$ cat src/rtl/uart_tx_frame.sv
// uart_tx_frame: UART transmitter with configurable data width, optional parity, 1/2 stop bits
// and oversampling. tx is registered from next-state values, so it switches on the same edge as the state.
module uart_tx_frame #(
    parameter int DATA_BITS  = 8,
    parameter int OVERSAMPLE = 16,
    parameter int PARITY     = 0,
    parameter int STOP_BITS  = 1
) (
    input  logic                 clk,
    input  logic                 rst,
    input  logic                 baud_tick,
    input  logic                 tx_start,
    input  logic [DATA_BITS-1:0] data_in,
    output logic                 tx_busy,
    output logic                 tx_done_tick,
    output logic                 tx
);
    localparam int BW = (OVERSAMPLE > 1) ? $clog2(OVERSAMPLE) : 1;
    typedef enum logic [2:0] {IDLE, START, DATA, PAR, STOP} state_t;
    state_t               state;
    logic [BW-1:0]        baud_cnt;
    logic [3:0]           bit_cnt;
    logic [DATA_BITS-1:0] data_q;
    logic [DATA_BITS-1:0] shreg;
    logic                 bit_end;
    logic                 last_data;
    logic                 last_stop;
    logic                 par_bit;

    assign bit_end      = baud_tick && baud_cnt == BW'(OVERSAMPLE - 1);
    assign last_data    = bit_cnt == 4'(DATA_BITS - 1);
    assign last_stop    = bit_cnt == 4'(STOP_BITS - 1);
    assign par_bit      = (PARITY == 1) ? ~^data_q : ^data_q;
    // Gated by rst so an aborted frame never reports completion.
    assign tx_done_tick = !rst && state == STOP && bit_end && last_stop;

    always_ff @(posedge clk) begin
        if (rst) begin
            state    <= IDLE;
            baud_cnt <= '0;
            bit_cnt  <= '0;
            data_q   <= '0;
            shreg    <= '0;
            tx       <= 1'b1;
            tx_busy  <= 1'b0;
        end else if (state == IDLE) begin
            if (tx_start) begin
                state    <= START;
                baud_cnt <= '0;
                bit_cnt  <= '0;
                data_q   <= data_in;
                shreg    <= data_in;
                tx       <= 1'b0;
                tx_busy  <= 1'b1;
            end
        end else if (baud_tick) begin
            baud_cnt <= bit_end ? '0 : baud_cnt + 1'b1;
            if (bit_end) begin
                case (state)
                    START: begin
                        state   <= DATA;
                        bit_cnt <= '0;
                        tx      <= shreg[0];
                    end
                    DATA: begin
                        shreg   <= shreg >> 1;
                        bit_cnt <= last_data ? '0 : bit_cnt + 1'b1;
                        if (last_data) begin
                            state <= (PARITY != 0) ? PAR : STOP;
                            tx    <= (PARITY != 0) ? par_bit : 1'b1;
                        end else begin
                            tx <= shreg[1];
                        end
                    end
                    PAR: begin
                        state   <= STOP;
                        bit_cnt <= '0;
                        tx      <= 1'b1;
                    end
                    default: begin
                        bit_cnt <= last_stop ? '0 : bit_cnt + 1'b1;
                        if (last_stop) begin
                            state   <= IDLE;
                            tx_busy <= 1'b0;
                        end
                    end
                endcase
            end
        end
    end
endmodule

$ cat config.mk
export PLATFORM = sky130hd
export DESIGN_NAME = uart_tx_frame
export DESIGN_NICKNAME = d
export VERILOG_FILES = /design/src/rtl/uart_tx_frame.sv
export SDC_FILE = /design/constraint.sdc
export NUM_CORES = 1
export LEC_CHECK = 0
export ABC_AREA = 1
export CAP_MARGIN = 20
export CORE_ASPECT_RATIO = 0.7
export CORE_MARGIN = 2
export CORE_UTILIZATION = 45
export DETAILED_ROUTE_END_ITERATION = 16
export PLACE_DENSITY = 0.79
export SYNTH_ARGS = -nofsm -noshare
export SYNTH_HDL_FRONTEND = slang
export SYNTH_SLANG_ARGS = --single-unit
$ cat constraint.sdc
create_clock -name clk -period 2 [get_ports clk]
set_input_delay 0.6 -clock clk [delete_from_list [all_inputs] [get_ports clk]]
set_output_delay 0.6 -clock clk [all_outputs]
set_load 0.02 [all_outputs]
# --- Yosys cells after proc, flatten, opt, wreduce, memory -nomap -nowiden ---
# Index checks and enable logic that the tools add are counted.
totals:
  regBits: 21
  input_bits: 12
  out_inout_bits: 3
  elab_cells: 72
op_classes:
  n_addsub: 2
  n_eq_ne: 9
  muxes: 34
  n_reduce_logical: 21
op_table:
  columns: ["cell", "count"]
  rows:
  - ["$mux W8", 5]
  - ["$mux W4", 9]
  - ["$mux W3", 6]
  - ["$mux W1", 11]
  - ["$reduce_and A5 Y1", 2]
  - ["$pmux W3 S3", 1]
  - ["$add A4 B1 Y4 const B", 2]
  - ["$pmux W4 S2", 1]
  - ["$reduce_and A4 Y1", 2]
  - ["$reduce_bool A2 Y1", 4]
  - ["$eq A3 B2 Y1 const B", 2]
  - ["$reduce_bool A5 Y1", 1]
  - ["$eq A4 B3 Y1 const B", 1]
  - ["$eq A4 B4 Y1 const B", 1]
  - ["$logic_and A1 B1 Y1", 4]
  - ["$logic_not A4 Y1", 1]
  - ["$reduce_bool A4 Y1", 1]
  - ["$eq A3 B1 Y1 const B", 1]
  - ["$eq A3 B3 Y1 const B", 1]
  - ["$logic_not A3 Y1", 1]
  - ["$ne A3 B3 Y1 const B", 1]
  - ["$pmux W1 S3", 1]
  - ["$reduce_and A3 Y1", 1]
  - ["$reduce_or A3 Y1", 1]
  - ["other kinds (5)", 5]

# --- Logic depth before layout (Yosys ltp) ---
logic_depth:
  depth_word: 6
  ltp_mapped: 11
  mapped_depth_nobuf: 10

# --- Worst setup path before layout ---
# OpenSTA, ideal clock, no wires.
synth_timing:
  path_kind: "input to output"
  startpoint: "in rst"
  endpoint: "out tx_done_tick"
  arrival_ns: 1.260
  required_ns: 1.400
  slack_ns: 0.140
  stages: 3
  n_path_buf: 0
  cell_sequence: "inv_1 > nand3_1 > nor3_1"
synth_between:
  elab_chain_cells: 4
synth_rtl:
  columns: ["item", "line", "rtl"]
  rows:
  - ["start: declaration", "10", "input logic rst,"]
  - ["$logic_not A1 Y1", "35", "assign tx_done_tick = !rst && state == STOP && bit_end && last_stop;"]
  - ["$logic_and A1 B1 Y1 (3 in a row)", "35", null]
  - ["end: declaration", "15", "output logic tx_done_tick,"]
# No other way between the ends.

# --- Final worst setup path ---
# Same ends and word-level chain as after synthesis.

==> results.md <==
- The tool flagged a number of max-cap violations equal to 0.
- The maximum achievable frequency is 513 MHz.
- Clock-pin slew was measured on the worst setup and hold paths at 0.08 ns.
- Setup slack on the worst reg-to-reg path comes out at about 0.40 ns.
- Summed over all layers, the global routing overflow is 0.
- Setup repair after global routing left no endpoint under its margin.
- The post-layout minimum cycle time is ~2.0 ns.
- The post-synthesis cell type with the largest combined area is dfxtp_1.
- After synthesis the netlist holds a flip-flop and latch count of 21.
- The net count of the finished layout is 267.
- Of the synthesized area, sequential elements account for 33.2%.
- The global-route wire length before repair is 4.96 mm.
- The number of buffers added to fix hold violations after cts is 0.
- The worst hold path passes through 2 cells.
- The number of cells on the worst reg-to-reg path is 10.
- Of the available clock period, the critical path in the final layout requires a little over nine tenths.
- The die is 48.4 µm tall.
- The worst setup path is of the in2out kind.
- The standard cell core area is 0.00274 mm².
- The count of unresolved DRC violations after routing is 0.
- Registers take 420 µm².
- The area overhead of the layout relative to synthesis is 30.2%.
- The share of the synthesized area in the top cell type is 33.2%.
- Sorting the synthesized cells by area gives the leading types as dfxtp_1 33%, nand2_1 23%, nor2_1 12%, inv_1 8.0%, a21oi_1 5.5%.
- The final number of setup-violating endpoints is 0.
- After filler insertion, the fill cell instance count of the layout stands at 277.
- The final non-filler cell total is 287.
- TritonCTS built the clock tree.
- The detailed-routing iteration count for the pre-antenna-repair pass is 3.
- The net count of the mapped netlist is between 200 and 250.
- No sink is reached through more buffers than the 2 on the longest clock path.
- Among all cell types in the netlist, the one instantiated most often is nand2_1.
- In this run the worst path has a maximum fanout of 2.
- The startpoint identified for the worst hold timing path is shreg[5]$_SDFFE_PP0P_.
- The number of clock sinks is 21.
- After synthesis, the mean cell area works out to 5.88 µm².
- Walking the worst path, the cells encountered are dlygate4sd2_1 -> inv_1 -> nand3_1 -> nor3_2 -> buf_4.
- The number of ports placed on the die boundary is 15.
- CTS placed an instance of clkbuf_8 at the clock tree root.
- At the later pin of the worst-skew pair, clock insertion delay measures roughly 0.26 ns.
- The final antenna-violating net count is 0.
- The hold violation total from the final report is 0.
- The mux cell area share after synthesis is 0%.
- The number of antenna violations at the first check in global routing came to 0.
- For the worst setup path, the data arrival time is 1.35 ns.
- The maximum clock skew at final layout is 0.00469 ns.
- The number of global-route vias before repair is 1113.
- For this run, the number of Yosys warnings is 0.
- The number of setup buffers added after CTS is 0.
- Once layout is complete, the utilization of the core stands at 60.0%.
- After synthesis, the largest family of logic cells by area is simple AND/OR/NAND/NOR gates.
- Summed over all failing endpoints, the final setup total negative slack is 0 ns.
- The repair_antennas step left the layout with diodes totalling 0.
- Measured along the x axis, the die boundary spans roughly 67 µm.
- The total global-route track usage is 19.9%.
- The mapped netlist covers 0.00126 mm².
- By count the netlist is led by 79 x nand2_1, 40 x nor2_1, 27 x inv_1.
- After layout, the worst setup slack is 0.0489 ns.
- The run finished with clean final reports.
- The detailed placement HPWL is about 2.1 mm.
- The number of pins with negative max-slew slack in the final report is 0.
- At the end of routability-driven placement, the weighted congestion stood at 0.865.
- The number of synthesized flops with an enable pin is 0.
- In this run, distinct cell masters in the synthesized netlist total 18.
- The worst hold endpoint is shreg[5]$_SDFFE_PP0P_.
- The number of CTS-inserted buffers is 3.
- The largest net degree at the start of global routing is 18.
- The share of cells above drive strength 1 is 14.7%.
- The launch point of the worst reg-to-reg path is baud_cnt[0]$_SDFFE_PP0P_.
- The endpoint type of the worst setup path is an output pin.
- The number of cells upsized or downsized after cts is 9.
- For this block, the initial DRC count from the detailed router was just under 50.
- After detailed routing, the number of vias per cell comes to roughly 4.6.
- The area of the multi-input gates is 717 µm².
- After Yosys synthesis, XOR and XNOR cells account for 0% of the synthesized area.
- Summing the areas of all compound-gate instances in the mapped netlist gives 6.73% of the synthesized area.
- The share of synthesized flip-flops with an asynchronous set or reset is 0%.
- The area share of fa/ha/maj cells after synthesis is roughly 3.0%.
- Summed over all cells, the static leakage comes to 0.854 nW.
- The initial standard-cell utilization of the core is 46.1%.
- The via count is 1317.
- At the pin with the least slew margin, the transition time is 0.362 ns.
- Headroom to the max-slew limit came out at approximately 76%.
- The power per unit of standard cell area is 867 mW/mm².
- The area enclosed by the die boundary is around 0.0033 mm².
- The gate count of the mapped netlist is 215.
- The endpoint identified for the worst register-to-register timing path is baud_cnt[0]$_SDFFE_PP0P_.
- After detailed routing, the total wire length is 2.97 mm.
- The row count is 16.
- The average wire length per cell after detail routing is 10.3 µm.
- The maximum single-stage delay on the critical path is 0.26 ns.
- The prevailing post-synth register cell is dfxtp_1.
- Among all stages on the critical path, the largest delay is contributed by dlygate4sd2_1.
- Tracing the worst setup path back leads to its startpoint at rst.
- Across the VDD grid, the largest voltage drop is 454 µV.
- The share of synthesized cell area in and, or, nand and nor gates is 46.6%.
- The total number of H-tree levels is 1.
- During placement, the flow inserted port buffers numbering 14.
- The path class of the tightest hold or removal check is reg2reg.
- The worst setup path is launched from an input port.
- The number of cells in the design after placement is 283.
- OpenSTA, run right after detailed placement, puts the worst setup slack at -0.727 ns.
- The required time at the endpoint of the critical path is 1.40 ns.
## placed cells by master (no fill, tap or decap), types with 2 or more instances in the layout
cell              n
nand3_1          12
nand2_2           5
dlygate4sd2_1     2
clkbuf_8          3
clkdlybuf4s50_1  11
nor2_4            2
nand2_1          79
nor2_1           40
ha_1              3
o21ai_0           3
a21oi_1          14
dfxtp_1          21
inv_1            27
buf_4            22
## where the power goes
| part | total [mW] | switching (mW) | internal [mW] |
|---|---|---|---|
| sequential | 0.529 | 0.0412 | 0.488 |
| clock | 0.280 | 0.142 | 0.139 |
| combinational | 0.618 | 0.366 | 0.252 |
| total | 1.43 | 0.549 | 0.879 |
## cell type report
| cell class | count | area share, % |
|---|---|---|
| clock buffers | 3 | 2.51 |
| clock inverters | 1 | 0.304 |
| inverters | 28 | 6.38 |
| multi-input cells | 162 | 43.5 |
| flip-flops and latches | 21 | 25.5 |
| well taps | 36 | 2.74 |
| repair buffers | 36 | 19.0 |
## stage by stage
stage	hold slack, ns	total power, mW	cell area, µm²
4_1_cts	0.489	1.44	1650
6_report	0.486	1.43	1650
5_1_grt	0.516	1.55	1650
3_5_place_dp	0.461	1.15	1600
3_3_place_gp	0.457	1.14	1600
2_1_floorplan	0.451	0.959	1260
## flip-flops by register name (all words and copies together) (netlist names)
| signal | cells |
|---|---|
| baud_cnt | 4 |
| bit_cnt | 4 |
| shreg | 8 |
| state | 3 |
| tx | 1 |
| tx_busy | 1 |
## how the worst max path moves through the flow
stage                         endpoint  slack, ns  cells past startpoint
after floorplan           tx_done_tick       0.14                      3
after global placement    tx_done_tick      -0.68                      6
after detailed placement  tx_done_tick      -0.73                      6
after CTS                 tx_done_tick       0.05                      5
after global routing      tx_done_tick       0.02                      5
final                     tx_done_tick       0.05                      5
## worst max-delay path: cells and delay by family
kind / cells / cell delay, ns
buffers and inverters: 3 / 0.49
and+or+nand+nor: 2 / 0.25
## logic make-up after synthesis
logic type / after synthesis
buffers and inverters: 32
AOI/OAI and AO/OA: 17
DFF: 21
and+or+nand+nor: 142
adders and majority gates: 3
## metal layers
metal / vias up / part of all wire [%] / wire, µm / track usage [%]
li1: 722 / - / - / -
met1: 581 / 53 / 1580 / 29.0
met2: 12 / 44 / 1300 / 30.2
met3: 2 / 2.6 / 77 / 4.88
met4: 0 / 0.44 / 13 / 3.06
met5: - / 0 / 0 / 0
(Power assumes the default switching activity.)
